### config.mk
export PLATFORM = sky130hd
export DESIGN_NAME = mp3_feed_ctrl
export DESIGN_NICKNAME = d
export VERILOG_FILES = /design/src/rtl/mp3_feed_pkg.sv /design/src/rtl/mp3_feed_buf.sv /design/src/rtl/mp3_feed_ctrl.sv
export SDC_FILE = /design/constraint.sdc
export NUM_CORES = 1
export LEC_CHECK = 0
export ABC_AREA = 1
export CORE_ASPECT_RATIO = 2
export CORE_MARGIN = 5
export CORE_UTILIZATION = 45
export DETAILED_ROUTE_END_ITERATION = 12
export PLACE_DENSITY = 0.78
export SLEW_MARGIN = 25
export SYNTH_ARGS = -nofsm -noshare
export SYNTH_HDL_FRONTEND = slang
export SYNTH_HIERARCHICAL = 1
export SYNTH_SLANG_ARGS = --single-unit
### constraint.sdc
create_clock -name Clk -period 7.7 [get_ports Clk]
set_input_delay 1.54 -clock Clk [delete_from_list [all_inputs] [get_ports Clk]]
set_output_delay 1.54 -clock Clk [all_outputs]
set_load 0.01 [all_outputs]
### src/rtl/mp3_feed_pkg.sv
// Shared types for the MP3 bitstream feed controller.
// Optional frame limit: define MP3_FEED_FRAME_LIMIT_EN.
package mp3_feed_pkg;

    typedef enum logic [2:0] {
        IDLE,
        RUN,
        DRAIN,
        DONE,
        ERR
    } state_t;

    function automatic int cnt_w(input int depth);
        return $clog2(depth) + 1;
    endfunction

endpackage

### src/rtl/mp3_feed_buf.sv
// Show-ahead prefetch FIFO feeding the decoder.
// Optional frame limit in top: MP3_FEED_FRAME_LIMIT_EN.
module mp3_feed_buf
    import mp3_feed_pkg::*;
#(
    parameter int DEPTH = 4,
    parameter int W = 32,
    localparam int CNTW = cnt_w(DEPTH)
) (
    input  logic            clk,
    input  logic            rst,
    input  logic            wr,
    input  logic [W-1:0]    wdata,
    input  logic            pop,
    input  logic            flush,
    output logic [W-1:0]    head,
    output logic            empty,
    output logic [CNTW-1:0] count
);

    localparam int PW = $clog2(DEPTH);

    logic [W-1:0]    mem [DEPTH];
    logic [PW-1:0]   wp;
    logic [PW-1:0]   rp;
    logic [CNTW-1:0] cnt;

    always_ff @(posedge clk) begin
        if (rst || flush) begin
            wp  <= '0;
            rp  <= '0;
            cnt <= '0;
        end else begin
            if (wr)
                wp <= wp + 1'b1;
            if (pop)
                rp <= rp + 1'b1;
            cnt <= cnt + CNTW'(wr) - CNTW'(pop);
        end
    end

    always_ff @(posedge clk) begin
        if (wr)
            mem[wp] <= wdata;
    end

    // Head reads as zero when empty so stale entries never leak out.
    assign empty = (cnt == '0);
    assign head  = empty ? '0 : mem[rp];
    assign count = cnt;

endmodule

### src/rtl/mp3_feed_ctrl.sv
// Memory-to-Mp3Decode bitstream feed controller with frame counting.
// Optional frame limit (max_frames port): MP3_FEED_FRAME_LIMIT_EN.
module mp3_feed_ctrl
    import mp3_feed_pkg::*;
#(
    parameter int DEPTH = 4,
    parameter int AW = 20,
    parameter int CW = 16
) (
    input  logic          Clk,
    input  logic          Rst,
    input  logic          start,
    input  logic [AW-1:0] base_addr,
    input  logic [AW:0]   word_count,
`ifdef MP3_FEED_FRAME_LIMIT_EN
    input  logic [CW-1:0] max_frames,
`endif
    output logic          mem_req,
    output logic [AW-1:0] mem_addr,
    input  logic          mem_rvalid,
    input  logic [31:0]   mem_rdata,
    output logic          Enable,
    output logic          fifo_empty,
    output logic [31:0]   fifo_datain,
    input  logic          fifo_ren,
    input  logic          Invalid_format,
    input  logic          frame_done,
    output logic          busy,
    output logic          done,
    output logic          error,
    output logic [CW-1:0] frame_cnt,
    output logic [AW:0]   words_sent
);

    localparam int CNTW = cnt_w(DEPTH);

    state_t          state;
    logic [AW:0]     count_q;
    logic [AW:0]     issued;
    logic [AW:0]     issued_n;
    logic [CNTW-1:0] outstanding;
    logic [CNTW-1:0] out_n;
    logic [CNTW-1:0] occ;
    logic [CNTW-1:0] occ_n;
    logic            toggle;
    logic            stop;
    logic            active;
    logic            rv;
    logic            wr;
    logic            pop;
    logic            abort;
    logic            limit_hit;
    logic            flush;
    logic            credit_ok;
    logic            buf_empty;
    logic [31:0]     head;
`ifdef MP3_FEED_FRAME_LIMIT_EN
    logic [CW-1:0]   max_q;
`endif

    always_comb begin
        active = (state == RUN) || (state == DRAIN);
        abort  = active && Invalid_format;
`ifdef MP3_FEED_FRAME_LIMIT_EN
        limit_hit = active && !stop && (max_q != '0)
                    && (frame_cnt >= max_q);
`else
        limit_hit = 1'b0;
`endif
        flush = abort || limit_hit;
        // Reads only count while something is really in flight.
        rv = mem_rvalid && (outstanding != '0)
             && (active || state == ERR);
        wr = rv && active && !stop && !flush;
        pop = fifo_ren && !buf_empty && active;
        issued_n = issued + (AW+1)'(mem_req);
        out_n = outstanding + CNTW'(mem_req) - CNTW'(rv);
        occ_n = occ + CNTW'(wr) - CNTW'(pop);
        credit_ok = ({1'b0, occ_n} + {1'b0, out_n})
                    < (CNTW+1)'(DEPTH);
    end

    mp3_feed_buf #(
        .DEPTH(DEPTH),
        .W    (32)
    ) u_buf (
        .clk  (Clk),
        .rst  (Rst),
        .wr   (wr),
        .wdata(mem_rdata),
        .pop  (pop),
        .flush(flush),
        .head (head),
        .empty(buf_empty),
        .count(occ)
    );

    assign fifo_empty  = buf_empty;
    assign fifo_datain = head;

    always_ff @(posedge Clk) begin
        if (Rst) begin
            state       <= IDLE;
            mem_req     <= 1'b0;
            mem_addr    <= '0;
            Enable      <= 1'b0;
            busy        <= 1'b0;
            done        <= 1'b0;
            error       <= 1'b0;
            frame_cnt   <= '0;
            words_sent  <= '0;
            count_q     <= '0;
            issued      <= '0;
            outstanding <= '0;
            toggle      <= 1'b0;
            stop        <= 1'b0;
`ifdef MP3_FEED_FRAME_LIMIT_EN
            max_q       <= '0;
`endif
        end else begin
            outstanding <= out_n;
            issued      <= issued_n;
            if (pop)
                words_sent <= words_sent + 1'b1;
            if (mem_req)
                mem_addr <= mem_addr + 1'b1;
            if (frame_done) begin
                toggle <= ~toggle;
                if (toggle && frame_cnt != '1)
                    frame_cnt <= frame_cnt + 1'b1;
            end
            unique case (state)
                IDLE, DONE: begin
                    if (start) begin
                        count_q    <= word_count;
                        issued     <= '0;
                        words_sent <= '0;
                        frame_cnt  <= '0;
                        toggle     <= 1'b0;
                        done       <= 1'b0;
                        error      <= 1'b0;
                        stop       <= 1'b0;
                        mem_addr   <= base_addr;
                        Enable     <= 1'b1;
`ifdef MP3_FEED_FRAME_LIMIT_EN
                        max_q      <= max_frames;
`endif
                        if (word_count == '0) begin
                            state <= DONE;
                            done  <= 1'b1;
                        end else begin
                            state   <= RUN;
                            busy    <= 1'b1;
                            mem_req <= 1'b1;
                        end
                    end
                end
                RUN, DRAIN: begin
                    if (abort) begin
                        state   <= ERR;
                        Enable  <= 1'b0;
                        mem_req <= 1'b0;
                        error   <= 1'b1;
                    end else if (limit_hit) begin
                        state   <= DRAIN;
                        stop    <= 1'b1;
                        mem_req <= 1'b0;
                    end else if (state == RUN) begin
                        if (issued_n == count_q) begin
                            state   <= DRAIN;
                            mem_req <= 1'b0;
                        end else begin
                            mem_req <= credit_ok;
                        end
                    end else if (outstanding == '0 && buf_empty) begin
                        state <= DONE;
                        done  <= 1'b1;
                        busy  <= 1'b0;
                    end
                end
                ERR: begin
                    if (outstanding == '0) begin
                        state <= IDLE;
                        busy  <= 1'b0;
                    end
                end
                default: state <= IDLE;
            endcase
        end
    end

endmodule

==> Flow_metrics.wiki <==
{| class="wikitable"
! Metric !! Value
|-
| Highest routed layer || met4
|-
| Minimum period implied by the final worst setup slack || 5.06 ns
|-
| Outcome || completed
|-
| GRT Total Usage || 19.6%
|-
| Gate Count Post-Synth || 1456
|-
| Avg Cell Area, Syn || 8.34 um^2
|-
| Remaining global-route overflow || 0
|-
| Post-synthesis sequential area ratio || approximately half
|-
| Max Transition Viols Final || 0
|-
| Max clock buf depth || 3
|-
| Layout net count || 1720
|-
| Dominant register cell in the synthesized netlist || sky130_fd_sc_hd__edfxtp_1
|-
| Number of buffers added for setup after CTS || 0
|-
| Pin slew with the least headroom to its limit || between 1 and 1.5 ns
|-
| Setup repair after global routing missed its margin || no
|-
| Fmax || between 150 and 200 MHz
|-
| Relative area change from synthesis to final layout || 22.3%
|-
| Global placer's final weighted congestion || 0.892
|-
| Number of primary I/O pins || 175
|-
| Nets in the synthesized netlist || 1556
|-
| Yosys synthesis warning count || 6
|-
| Wire length of the first global-routing pass || 49.7 mm
|-
| Final ANT Viol Nets || 0
|-
| Required time at the endpoint of the critical path || 6.16 ns
|-
| Highest net fanout along the worst path || 65
|-
| Cell leakage power || 6.02 nW
|-
| Worst vdd rail ir drop || ~0.2 mV
|-
| Worst Clk Skew || 0.0119 ns
|-
| Via count of the first global-routing pass || 10400
|-
| Share of final-layout standard cells stronger than drive strength 1 || between 6 and 7%
|-
| Starting utilization of the core area || 45.3%
|-
| Post-detail-place hpwl || around 22 mm
|-
| Antenna violations before repair || 0
|-
| Floorplan die area || 30600 um^2
|-
| Met2 WL post-DR || 17.0 mm
|-
| Register bit total from synthesis || 248
|-
| Launching element type of the critical path || flop
|-
| Clk pin slew, worst setup/hold paths || 0.07 ns
|-
| Detail-routed via count per cell || 5.14
|-
| TNS Setup || 0 ns
|-
| Number of setup violations in the final report || 0
|-
| Core footprint || 26800 um^2
|-
| Max_slew headroom || a little under a third
|-
| Clock net sink count || 248
|-
| Die Span X || 126 um
|-
| Capturing element type of the critical path || output port
|-
| Tcrit/Tclk final || 65.8%
|-
| Die H || 242 um
|-
| Post-cts hold buffer count || 0
|-
| Count of inserted antenna diode cells || 0
|-
| Worst Hold Class || flop to flop
|-
| DRC || 0
|-
| Count of final hold-check violations || 0
|-
| Maximum number of pins on one net before global-route repair || 66
|-
| Fill cells || 2354
|-
| Number of clock buffers inserted by TritonCTS || 22
|-
| Wl on met1 || 10.6 mm
|-
| Routed via count || 10200
|-
| Number of gates resized after CTS || 0
|-
| Max-cap violations || 0
|-
| Met3 routed wirelength || 1.39 mm
|-
| Clock tree from TritonCTS || yes
|-
| Clock network latency to the later pin of the worst-skew pair || 0.52 ns
|-
| Minimum setup slack in the final design || 2.64 ns
|-
| Wire length after detailed routing || 30.5 mm
|-
| Avg WL per Cell || 15.4 um
|-
| H-tree level count || 1
|-
| Count of buffers from port buffering || 174
|-
| Post-synthesis cell area || 12100 um^2
|-
| Drt pass-1 iters || 8
|-
| Crit path kind || flop to output port
|-
| Areal power density over the cells || 251 nW/um^2
|-
| Synth unique cells || 45
|-
| Share of async-settable or async-resettable flops after synthesis || 0%
|-
| DRC violation total after the first TritonRoute iteration || ~460
|-
| Placement Rows || 85
|-
| Worst setup slack for register-to-register paths || 4.18 ns
|-
| Number of synthesized flops with an enable pin || 128
|-
| Pre-CTS WS || 2.92 ns
|-
| Worst EP arrival || 3.52 ns
|-
| Clock root buffer || sky130_fd_sc_hd__clkbuf_16
|}
==> worst max-delay path: stages (launching register included) <==
cell and delay (ns):
sky130_fd_sc_hd__dfxtp_2 0.31, sky130_fd_sc_hd__buf_4 0.56, sky130_fd_sc_hd__clkinv_2 0.91, sky130_fd_sc_hd__nand2_1 0.28, sky130_fd_sc_hd__nand3_1 0.13, sky130_fd_sc_hd__a21oi_2 0.19, sky130_fd_sc_hd__clkdlybuf4s50_1 0.55
==> routing by layer <==
| metal | up-vias | GRT usage (%) |
|---|---|---|
| li1 | 5024 | - |
| met1 | 4768 | 19.0 |
| met2 | 305 | 38.7 |
| met3 | 107 | 2.63 |
| met4 | 0 | 10.9 |
| met5 | - | 0 |
==> final timing paths <==
| kind | start | to | cells past startpoint |
|---|---|---|---|
| worst min-delay path | done | done | 2 |
| worst max-delay path | flop | fifo_datain[13] | 6 |
| worst min register to register | done | done | 2 |
| worst max register to register | state[1] | mem_req | 17 |
==> stage by stage <==
stage | std cells | hold slack (ns) | total power [W] | cell area [um^2] | utilization, %
detailed placement | 1944 | 0.451 | 0.00261 | 14100 | 52.6
floorplan | 1456 | 0.412 | 0.00222 | 12100 | -
global placement | 1944 | 0.451 | 0.00259 | 14100 | 52.6
CTS | 1984 | 0.472 | 0.00376 | 14800 | 55.4
global route | 1984 | 0.490 | 0.00393 | 14900 | 55.4
finish | 1984 | 0.467 | 0.00372 | 14900 | 55.4
==> kinds of logic after synthesis <==
logic type	synth area share (%)
AO/OA/AOI/OAI	9.26
AND/OR/NAND/NOR	24.0
buffers and inverters	11.0
adder cells (fa/ha/maj)	2.25
flip-flops	51.4
XOR/XNOR	2.09
==> report_power, final <==
group	switching [W]	internal, W	total [W]
clock network	0.000493	0.000649	0.00114
logic	0.000562	0.000407	0.000970
registers	0.000103	0.00151	0.00161
total	0.00116	0.00256	0.00372
==> cell usage after synthesis (11+ instances only) <==
library cell,count,area share [%]
sky130_fd_sc_hd__nor2_1,113,3.5
sky130_fd_sc_hd__ha_1,17,1.8
sky130_fd_sc_hd__a21oi_2,21,1.5
sky130_fd_sc_hd__dfxtp_1,120,20
sky130_fd_sc_hd__nand2_1,312,9.6
sky130_fd_sc_hd__inv_2,12,0.37
sky130_fd_sc_hd__o21ai_0,65,2.7
sky130_fd_sc_hd__nand4_1,26,1.3
sky130_fd_sc_hd__inv_1,263,8.1
sky130_fd_sc_hd__nor3_1,15,0.62
sky130_fd_sc_hd__nor4_1,11,0.57
sky130_fd_sc_hd__buf_6,16,1.5
sky130_fd_sc_hd__xor2_1,14,1.0
sky130_fd_sc_hd__edfxtp_1,128,32
sky130_fd_sc_hd__xnor2_1,15,1.1
sky130_fd_sc_hd__clkbuf_1,15,0.46
sky130_fd_sc_hd__nand3_1,128,5.3
sky130_fd_sc_hd__a21oi_1,77,3.2
==> layout make-up <==
cell class                      count  area, um^2  share of cell area, %
Sequential cell                   248        6250                   42.1
Multi-Input combinational cell    890        4570                   30.8
Timing Repair Buffer              182        1800                   12.1
Inverter                          276        1040                   6.99
Clock buffer                       28         604                   4.07
Tap cell                          348         435                   2.93
Clock inverter                     12         155                   1.04
==> layout by cell type (no fill, tap or decap), types with 4 or more instances in the layout <==
cell type                         synthesis  routed
sky130_fd_sc_hd__nand3_2                  5       5
sky130_fd_sc_hd__dfxtp_1                120     119
sky130_fd_sc_hd__a21oi_1                 77      77
sky130_fd_sc_hd__nor3_1                  15      15
sky130_fd_sc_hd__nor2_4                   7       8
sky130_fd_sc_hd__nor2_2                   5       4
sky130_fd_sc_hd__inv_2                   12      12
sky130_fd_sc_hd__o221ai_1                 4       4
sky130_fd_sc_hd__buf_4                    3       8
sky130_fd_sc_hd__nand3_1                128     128
sky130_fd_sc_hd__clkbuf_16                0      23
sky130_fd_sc_hd__inv_1                  263     258
sky130_fd_sc_hd__nor2_1                 113     113
sky130_fd_sc_hd__clkbuf_1                15       4
sky130_fd_sc_hd__edfxtp_1               128     128
sky130_fd_sc_hd__xor2_1                  14      14
sky130_fd_sc_hd__clkdlybuf4s50_1          0     174
sky130_fd_sc_hd__nor4_1                  11      11
sky130_fd_sc_hd__nand4_1                 26      26
sky130_fd_sc_hd__a21oi_2                 21      21
sky130_fd_sc_hd__nand2_2                  9       9
sky130_fd_sc_hd__xnor2_1                 15      15
sky130_fd_sc_hd__o21ai_1                  6       6
sky130_fd_sc_hd__o21a_1                   5       5
sky130_fd_sc_hd__nand3b_1                 5       5
sky130_fd_sc_hd__ha_1                    17      17
sky130_fd_sc_hd__nand2_1                312     312
sky130_fd_sc_hd__o21ai_0                 65      65
sky130_fd_sc_hd__a211oi_1                 7       7
sky130_fd_sc_hd__clkinv_1                 0       5
==> sequential cells by signal, indices dropped and copies added, names as in the netlist, 2 cells and up, named ones only <==
register / flops
u_buf/mem: 128
count_q: 21
issued: 21
words_sent: 21
mem_addr: 20
frame_cnt: 16
outstanding: 3
state: 3
u_buf/count: 3
u_buf/rp: 2
u_buf/wp: 2
No activity file was read; power rests on OpenSTA's default activity.
